===== src/rtl/lcd_timing_pkg.sv =====
// Shared timing defaults, sync polarity type, pixel payload and sizing helpers for the LCD scanout.
package lcd_timing_pkg;

  localparam int unsigned LCD_H_ACTIVE = 480;
  localparam int unsigned LCD_H_FP     = 8;
  localparam int unsigned LCD_H_SYNC   = 4;
  localparam int unsigned LCD_H_BP     = 43;
  localparam int unsigned LCD_V_ACTIVE = 272;
  localparam int unsigned LCD_V_FP     = 8;
  localparam int unsigned LCD_V_SYNC   = 4;
  localparam int unsigned LCD_V_BP     = 12;

  typedef enum logic {
    SYNC_ACTIVE_LOW  = 1'b0,
    SYNC_ACTIVE_HIGH = 1'b1
  } sync_pol_e;

  typedef struct packed {
    logic [4:0] r;
    logic [5:0] g;
    logic [4:0] b;
  } rgb565_t;

  // Clocks (or lines) in one full period: active + front porch + sync + back porch.
  function automatic int unsigned lcd_total(input int unsigned active, input int unsigned fp,
                                            input int unsigned sync, input int unsigned bp);
    return active + fp + sync + bp;
  endfunction

  // Bits needed for a counter that runs 0 .. total-1.
  function automatic int unsigned lcd_cnt_width(input int unsigned total);
    return (total < 2) ? 1 : $clog2(total);
  endfunction

endpackage


===== src/rtl/lcd_fifo_scanout_if.sv =====
// Read side of the PSRAM FIFO as seen by the scanout: data, empty flag and pop request.
interface lcd_fifo_scanout_if;
  logic [16:0] fifo_q;
  logic        fifo_empty;
  logic        fifo_rdreq;

  // master: the scanout, which pops; slave: the FIFO, which supplies data.
  modport master (input fifo_q, input fifo_empty, output fifo_rdreq);
  modport slave  (output fifo_q, output fifo_empty, input fifo_rdreq);
endinterface


===== src/rtl/lcd_timing_gen.sv =====
// H/V counters for RGB panel timing, with start-up hold until the FIFO first has data.
module lcd_timing_gen
  import lcd_timing_pkg::*;
#(
  parameter int unsigned H_ACTIVE = LCD_H_ACTIVE,
  parameter int unsigned H_FP     = LCD_H_FP,
  parameter int unsigned H_SYNC   = LCD_H_SYNC,
  parameter int unsigned H_BP     = LCD_H_BP,
  parameter int unsigned V_ACTIVE = LCD_V_ACTIVE,
  parameter int unsigned V_FP     = LCD_V_FP,
  parameter int unsigned V_SYNC   = LCD_V_SYNC,
  parameter int unsigned V_BP     = LCD_V_BP
)(
  input  logic clk,
  input  logic reset,
  input  logic start_c,
  output logic act_c,
  output logic hsync_act_c,
  output logic vsync_act_c,
  output logic first_c
);

  localparam int unsigned H_TOTAL = lcd_total(H_ACTIVE, H_FP, H_SYNC, H_BP);
  localparam int unsigned V_TOTAL = lcd_total(V_ACTIVE, V_FP, V_SYNC, V_BP);
  localparam int unsigned HW = lcd_cnt_width(H_TOTAL);
  localparam int unsigned VW = lcd_cnt_width(V_TOTAL);
  localparam int unsigned HX = HW + 1;
  localparam int unsigned VX = VW + 1;

  localparam logic [HW-1:0] H_LAST = HW'(H_TOTAL - 1);
  localparam logic [VW-1:0] V_LAST = VW'(V_TOTAL - 1);

  // Region bounds carry one spare bit so an end bound equal to the total cannot wrap.
  localparam logic [HX-1:0] H_ACT_END  = HX'(H_ACTIVE);
  localparam logic [HX-1:0] H_SYNC_BEG = HX'(H_ACTIVE + H_FP);
  localparam logic [HX-1:0] H_SYNC_END = HX'(H_ACTIVE + H_FP + H_SYNC);
  localparam logic [VX-1:0] V_ACT_END  = VX'(V_ACTIVE);
  localparam logic [VX-1:0] V_SYNC_BEG = VX'(V_ACTIVE + V_FP);
  localparam logic [VX-1:0] V_SYNC_END = VX'(V_ACTIVE + V_FP + V_SYNC);

  localparam logic [0:0] ST_WAIT_FILL = 1'b0;
  localparam logic [0:0] ST_RUN       = 1'b1;

  logic [0:0]    state;
  logic [0:0]    state_nxt;
  logic [HW-1:0] h_cnt;
  logic [VW-1:0] v_cnt;
  logic [HX-1:0] h_ext;
  logic [VX-1:0] v_ext;
  logic          run;

  // State register.
  always_ff @(posedge clk or posedge reset) begin
    if (reset) state <= ST_WAIT_FILL;
    else       state <= state_nxt;
  end

  // Leave WAIT_FILL once the FIFO holds data; RUN is left only through reset.
  always_comb begin
    state_nxt = state;
    if (state == ST_WAIT_FILL && start_c) state_nxt = ST_RUN;
  end

  assign run = (state == ST_RUN);

  // Free-running pixel/line counters; held at zero until scanning starts.
  always_ff @(posedge clk or posedge reset) begin
    if (reset) begin
      h_cnt <= '0;
      v_cnt <= '0;
    end else if (run) begin
      if (h_cnt == H_LAST) begin
        h_cnt <= '0;
        v_cnt <= (v_cnt == V_LAST) ? '0 : v_cnt + VW'(1);
      end else begin
        h_cnt <= h_cnt + HW'(1);
      end
    end
  end

  assign h_ext = {1'b0, h_cnt};
  assign v_ext = {1'b0, v_cnt};

  assign act_c       = run && (h_ext < H_ACT_END) && (v_ext < V_ACT_END);
  assign hsync_act_c = run && (h_ext >= H_SYNC_BEG) && (h_ext < H_SYNC_END);
  assign vsync_act_c = run && (v_ext >= V_SYNC_BEG) && (v_ext < V_SYNC_END);
  assign first_c     = run && (h_cnt == '0) && (v_cnt == '0);

endmodule


===== src/rtl/lcd_fifo_scanout.sv =====
// Pops RGB565 pixels from the read FIFO and drives an RGB panel with a fixed 2-clock pipeline.
module lcd_fifo_scanout
  import lcd_timing_pkg::*;
#(
  parameter int unsigned H_ACTIVE  = LCD_H_ACTIVE,
  parameter int unsigned H_FP      = LCD_H_FP,
  parameter int unsigned H_SYNC    = LCD_H_SYNC,
  parameter int unsigned H_BP      = LCD_H_BP,
  parameter int unsigned V_ACTIVE  = LCD_V_ACTIVE,
  parameter int unsigned V_FP      = LCD_V_FP,
  parameter int unsigned V_SYNC    = LCD_V_SYNC,
  parameter int unsigned V_BP      = LCD_V_BP,
  parameter sync_pol_e   HSYNC_POL = SYNC_ACTIVE_LOW,
  parameter sync_pol_e   VSYNC_POL = SYNC_ACTIVE_LOW
)(
  input  logic                       clk,
  input  logic                       reset,
  lcd_fifo_scanout_if.master         fifo,
  input  logic                       underflow_clr,
  output logic                       lcd_de,
  output logic                       lcd_hsync,
  output logic                       lcd_vsync,
  output logic [4:0]                 lcd_r,
  output logic [5:0]                 lcd_g,
  output logic [4:0]                 lcd_b,
  output logic                       frame_start,
  output logic                       underflow
);

  localparam logic HS_ON  = 1'(HSYNC_POL);
  localparam logic HS_OFF = ~HS_ON;
  localparam logic VS_ON  = 1'(VSYNC_POL);
  localparam logic VS_OFF = ~VS_ON;

  logic    act_c;
  logic    hs_c;
  logic    vs_c;
  logic    first_c;
  logic    s1_act;
  logic    s1_pop;
  logic    s1_hs;
  logic    s1_vs;
  logic    s1_first;
  rgb565_t pix;
  logic    unused_fifo_q16;

  lcd_timing_gen #(
    .H_ACTIVE (H_ACTIVE), .H_FP (H_FP), .H_SYNC (H_SYNC), .H_BP (H_BP),
    .V_ACTIVE (V_ACTIVE), .V_FP (V_FP), .V_SYNC (V_SYNC), .V_BP (V_BP)
  ) u_timing (
    .clk         (clk),
    .reset       (reset),
    .start_c     (~fifo.fifo_empty),
    .act_c       (act_c),
    .hsync_act_c (hs_c),
    .vsync_act_c (vs_c),
    .first_c     (first_c)
  );

  // Pop only for active pixels; an empty FIFO skips the pop instead of stalling the raster.
  assign fifo.fifo_rdreq = act_c & ~fifo.fifo_empty;

  // Bit 16 of the FIFO word carries nothing for the panel.
  assign unused_fifo_q16 = fifo.fifo_q[16];

  // Stage 1: capture the decode alongside the pop, whose data arrives next cycle.
  always_ff @(posedge clk or posedge reset) begin
    if (reset) begin
      s1_act   <= 1'b0;
      s1_pop   <= 1'b0;
      s1_hs    <= 1'b0;
      s1_vs    <= 1'b0;
      s1_first <= 1'b0;
    end else begin
      s1_act   <= act_c;
      s1_pop   <= fifo.fifo_rdreq;
      s1_hs    <= hs_c;
      s1_vs    <= vs_c;
      s1_first <= first_c;
    end
  end

  // Stage 2: panel pins; a pixel that missed its pop is driven black.
  always_ff @(posedge clk or posedge reset) begin
    if (reset) begin
      lcd_de      <= 1'b0;
      lcd_hsync   <= HS_OFF;
      lcd_vsync   <= VS_OFF;
      frame_start <= 1'b0;
      pix         <= '0;
    end else begin
      lcd_de      <= s1_act;
      lcd_hsync   <= s1_hs ? HS_ON : HS_OFF;
      lcd_vsync   <= s1_vs ? VS_ON : VS_OFF;
      frame_start <= s1_first;
      pix         <= s1_pop ? rgb565_t'(fifo.fifo_q[15:0]) : '0;
    end
  end

  // Sticky underflow, raised with the black pixel; a new underflow beats a clear.
  always_ff @(posedge clk or posedge reset) begin
    if (reset)                  underflow <= 1'b0;
    else if (s1_act && !s1_pop) underflow <= 1'b1;
    else if (underflow_clr)     underflow <= 1'b0;
  end

  assign lcd_r = pix.r;
  assign lcd_g = pix.g;
  assign lcd_b = pix.b;

endmodule


===== src/flat_wrapper.sv =====
// flat-port wrapper written by rule: the top's interface ports become plain ports
module lcd_fifo_scanout_flat import lcd_timing_pkg::*;
#(
  parameter int unsigned H_ACTIVE  = LCD_H_ACTIVE,
  parameter int unsigned H_FP      = LCD_H_FP,
  parameter int unsigned H_SYNC    = LCD_H_SYNC,
  parameter int unsigned H_BP      = LCD_H_BP,
  parameter int unsigned V_ACTIVE  = LCD_V_ACTIVE,
  parameter int unsigned V_FP      = LCD_V_FP,
  parameter int unsigned V_SYNC    = LCD_V_SYNC,
  parameter int unsigned V_BP      = LCD_V_BP,
  parameter sync_pol_e   HSYNC_POL = SYNC_ACTIVE_LOW,
  parameter sync_pol_e   VSYNC_POL = SYNC_ACTIVE_LOW
)
  (clk, reset, underflow_clr, lcd_de, lcd_hsync, lcd_vsync, lcd_r, lcd_g, lcd_b, frame_start, underflow, fifo_fifo_q, fifo_fifo_empty, fifo_fifo_rdreq);
  lcd_fifo_scanout_if fifo_i ();
  input  logic clk;
  input  logic reset;
  input  logic underflow_clr;
  output logic lcd_de;
  output logic lcd_hsync;
  output logic lcd_vsync;
  output logic [4:0] lcd_r;
  output logic [5:0] lcd_g;
  output logic [4:0] lcd_b;
  output logic frame_start;
  output logic underflow;
  input wire logic [$bits(fifo_i.fifo_q)-1:0] fifo_fifo_q;
  input wire logic [$bits(fifo_i.fifo_empty)-1:0] fifo_fifo_empty;
  output wire logic [$bits(fifo_i.fifo_rdreq)-1:0] fifo_fifo_rdreq;
  assign fifo_i.fifo_q = fifo_fifo_q;
  assign fifo_i.fifo_empty = fifo_fifo_empty;
  assign fifo_fifo_rdreq = fifo_i.fifo_rdreq;
  lcd_fifo_scanout #(.H_ACTIVE(H_ACTIVE), .H_FP(H_FP), .H_SYNC(H_SYNC), .H_BP(H_BP), .V_ACTIVE(V_ACTIVE), .V_FP(V_FP), .V_SYNC(V_SYNC), .V_BP(V_BP), .HSYNC_POL(HSYNC_POL), .VSYNC_POL(VSYNC_POL)) u_core (.clk(clk), .reset(reset), .fifo(fifo_i), .underflow_clr(underflow_clr), .lcd_de(lcd_de), .lcd_hsync(lcd_hsync), .lcd_vsync(lcd_vsync), .lcd_r(lcd_r), .lcd_g(lcd_g), .lcd_b(lcd_b), .frame_start(frame_start), .underflow(underflow));
endmodule

===== config.mk =====
export PLATFORM = sky130hd
export DESIGN_NAME = lcd_fifo_scanout_flat
export DESIGN_NICKNAME = d
export VERILOG_FILES = /design/src/rtl/lcd_timing_pkg.sv /design/src/rtl/lcd_fifo_scanout_if.sv /design/src/rtl/lcd_timing_gen.sv /design/src/rtl/lcd_fifo_scanout.sv /design/src/flat_wrapper.sv
export SDC_FILE = /design/constraint.sdc
export NUM_CORES = 1
export LEC_CHECK = 0
export BUFFER_PORTS_ARGS = -buffer_cell sky130_fd_sc_hd__buf_2
export CORE_MARGIN = 3
export CORE_UTILIZATION = 48
export CTS_CLUSTER_SIZE = 8
export DETAILED_ROUTE_END_ITERATION = 8
export PLACE_DENSITY_LB_ADDON = 0.25
export SLEW_MARGIN = 20
export SYNTH_ARGS = -nofsm -noshare
export SYNTH_HDL_FRONTEND = slang
export SYNTH_SLANG_ARGS = --single-unit

===== constraint.sdc =====
create_clock -name clk -period 2.5 [get_ports clk]
set_input_delay 0.5 -clock clk [delete_from_list [all_inputs] [get_ports clk]]
set_output_delay 0.5 -clock clk [all_outputs]
set_load 0.05 [all_outputs]

==> impl_metrics.env <==
export IMPL_drc=0
export IMPL_die_h_um=68.7
export IMPL_ir_worst_vdd_mv=0.520
export IMPL_design_core_area_sq_um=3720
export IMPL_synth_area_leaders="dfrtp_1 58%, and2_1 5.3%, xnor2_1 4.2%"
export IMPL_gr_usage_all_layers_pct=16.6
export IMPL_ant_nets=0
export IMPL_path_clk_slew_ns=0.09
export IMPL_dp_hpwl_mm=2.54
export IMPL_switchingPower_mw=0.528
export IMPL_postSynthRegisterBits=46
export IMPL_cap_violations=0
export IMPL_yosysTopAreaCellShare_pct=58.3
export IMPL_drt_iter0_drc=83
export IMPL_p_leak_nw=1.08
export IMPL_syn_cell_area_sq_um=1890
export IMPL_p_sw_share_pct=31.7
export IMPL_cts_made_buffers=5
export IMPL_cp_end_kind="output port"
export IMPL_wl_mm=3.47
export IMPL_skew_ns=0.00439
export IMPL_syn_inst=162
export IMPL_yosysSeqAreaShare_pct=61.1
export IMPL_powerDensity_nw_per_um2=743
export IMPL_syn_nets=188
export IMPL_cts_tree="yes"
export IMPL_routedWlPerCell_um=13.5
export IMPL_worst_slew_pin_slew_ns=0.544
export IMPL_yosysWarnings=0
export IMPL_place_area_sq_um=2150
export IMPL_cts_sinks=46
export IMPL_clk_latency_ns=0.29
export IMPL_slew_violations=0
export IMPL_min_path_type="input pin to asynchronous set/reset pin"
export IMPL_die_area_sq_um=4730
export IMPL_rows=22
export IMPL_crit_required_ns=2.00
export IMPL_relSlewSlack_pct=63.8
export IMPL_p_comb_share_pct=18.6
export IMPL_areaGrowthSynthToFinish_pct=18.8
export IMPL_clk_root_buffer_cell="clkbuf_8"
export IMPL_utilization_pct=60.4
export IMPL_cts_buffer_depth=2
export IMPL_antenna_found_initial=0
export IMPL_setup_viol=0
export IMPL_routed_via_count=1310
export IMPL_p_clk_share_pct=26.4
export IMPL_fin_ws_ns=0.154
export IMPL_avgSynthCellArea_sq_um=11.7
export IMPL_nNetsFinal=233
export IMPL_cp_start_kind="register"
export IMPL_die_w_um=68.7
export IMPL_grt_ovfl_total=0
export IMPL_crit_fanout=7
export IMPL_post_place_ws_ns=0.429
export IMPL_layout_min_cycle_time_ns=2.35
export IMPL_placement_io_buffers=41
export IMPL_pin_count=43
export IMPL_fin_crit_sh_pct=93.8
export IMPL_sequentialPowerShare_pct=54.9
export IMPL_insertedDiodeCount=0
export IMPL_grt_pass1_wl_mm=5.72
export IMPL_gp_congestion=0.800
export IMPL_clock_fmax_mhz=426
export IMPL_post_cts_buffers=0
export IMPL_arrival_ns=1.85
export IMPL_synth_distinct_cells=33
export IMPL_p_int_mw=1.14
export IMPL_htreeDepth=2
export IMPL_layout_drive_gt1_share_pct=27.9
export IMPL_path_class="register to output port"
export IMPL_grt_pass1_vias=1300
export IMPL_hold_violations=0
export IMPL_drt_vias_per_instance=5.12
export IMPL_r2r_cells=5
export IMPL_setup_tns_ns=0
export IMPL_status="finished, final reports clean"
export IMPL_start_util_pct=50.8
export IMPL_design_area_sq_um=2240
export IMPL_dr_pass1_iters=4
export IMPL_yosysTopAreaCell="dfrtp_1"
export IMPL_grt_start_max_net_pins=47
-- power groups by stage --
stage / Clock (mW) / Combinational [mW] / Sequential (mW)
after floorplan: 0 / 0.206 / 0.953
after global placement: 0 / 0.303 / 0.921
after detailed placement: 0 / 0.314 / 0.931
after CTS: 0.460 / 0.317 / 0.916
after global routing: 0.497 / 0.347 / 0.929
final: 0.441 / 0.311 / 0.916
-- cells by family after synthesis --
kind of cell / share of synthesized area, %
buffers and inverters: 3.11
DFF: 61.1
AOI/OAI and AO/OA: 3.58
xor gates and xnor gates: 6.03
adders and majority gates: 3.31
and+or+nand+nor: 21.8
muxes: 1.13
-- what timing repair did --
item / CTS / global route
endpoints found under the setup margin: 0 / 1
hold buffers: 0 / 0
gates resized for setup: 0 / 1
-- final cells by class --
type	count	area, sq um
clock inverter	3	21.3
clock buffer	5	68.8
sequential	46	1150
tap	48	60.1
multi-input combinational	101	677
fill	329	1470
inverter	9	33.8
timing repair buffer	44	230
-- cell usage in the layout, fill, tap and decap left out, types with 2 or more instances in the layout --
cell type   n
nor3_1      2
nor4_1      2
or2_2       2
nand4_1    10
nand2_1     8
and2_1     16
o22ai_1     2
xor2_1      4
nand3_1     7
o21ai_0     2
xnor2_1     9
clkbuf_8    5
buf_2      40
dfstp_2     2
a31oi_1     2
nor2_1     11
dfrtp_1    44
nor2b_1     2
and3_1      4
nor3b_1     2
buf_4       3
inv_1       9
ha_1        5
-- stage by stage --
step | hold WS, ns | power [mW] | std cells
after floorplan | 0.331 | 1.16 | 162
after global placement | 0.334 | 1.22 | 248
after detailed placement | 0.344 | 1.24 | 248
after CTS | 0.354 | 1.69 | 256
after global routing | 0.372 | 1.77 | 256
final | 0.330 | 1.67 | 256
-- synthesized netlist by cell type --
master,count
dfrtp_1,44
and2_1,16
nor2_1,11
nand4_1,10
inv_1,9
xnor2_1,9
nand2_1,8
nand3_1,7
ha_1,5
and3_1,4
clkbuf_1,4
xor2_1,4
a31oi_1,2
buf_2,2
dfstp_2,2
nor2b_1,2
nor3_1,2
nor3b_1,2
nor4_1,2
o21ai_0,2
o22ai_1,2
or2_2,2
a21boi_0,1
a41oi_1,1
and4_1,1
mux2_1,1
mux2i_1,1
nand2b_1,1
nor4_4,1
o21bai_1,1
o41ai_1,1
or4_1,1
or4_4,1
-- per-layer routing --
metal / wire length (um) / GRT usage [%] / vias to the layer above
li1: - / - / 638
met1: 1450 / 20.1 / 614
met2: 1680 / 27.8 / 50
met3: 269 / 4.54 / 8
met4: 70 / 7.06 / 0
met5: 0 / 0 / -
-- critical path, cell delays in order (launching register included) --
cell	delay, ns
dfrtp_1	0.46
o41ai_1	0.43
and3_1	0.22
nor2b_1	0.18
clkbuf_4	0.26
-- state kept, by name, summed over array words and instances, names as in the netlist, 5 cells and up --
| name | cells |
|---|---|
| u_core.lcd_r | 5 |
| u_core.lcd_b | 5 |
| u_core.u_timing.v_cnt | 9 |
| u_core.u_timing.h_cnt | 10 |
| u_core.lcd_g | 6 |
-- final timing paths --
check | start | to | slack (ns)
max in group asynchronous | reset | u_core.lcd_hsync$_DFF_PP1_ | 1.79
max reg2reg | u_core.u_timing.h_cnt[6]$_DFFE_PP0P_ | u_core.u_timing.v_cnt[7]$_DFFE_PP0P_ | 0.56
min reg2reg | u_core.s1_hs$_DFF_PP0_ | u_core.lcd_hsync$_DFF_PP1_ | 0.35
min in group clk | u_core.s1_hs$_DFF_PP0_ | u_core.lcd_hsync$_DFF_PP1_ | 0.35
min | reset | u_core.lcd_r[2]$_DFF_PP0_ | 0.33
max | u_core.u_timing.v_cnt[6]$_DFFE_PP0P_ | fifo_fifo_rdreq | 0.15
(Power assumes the default switching activity.)
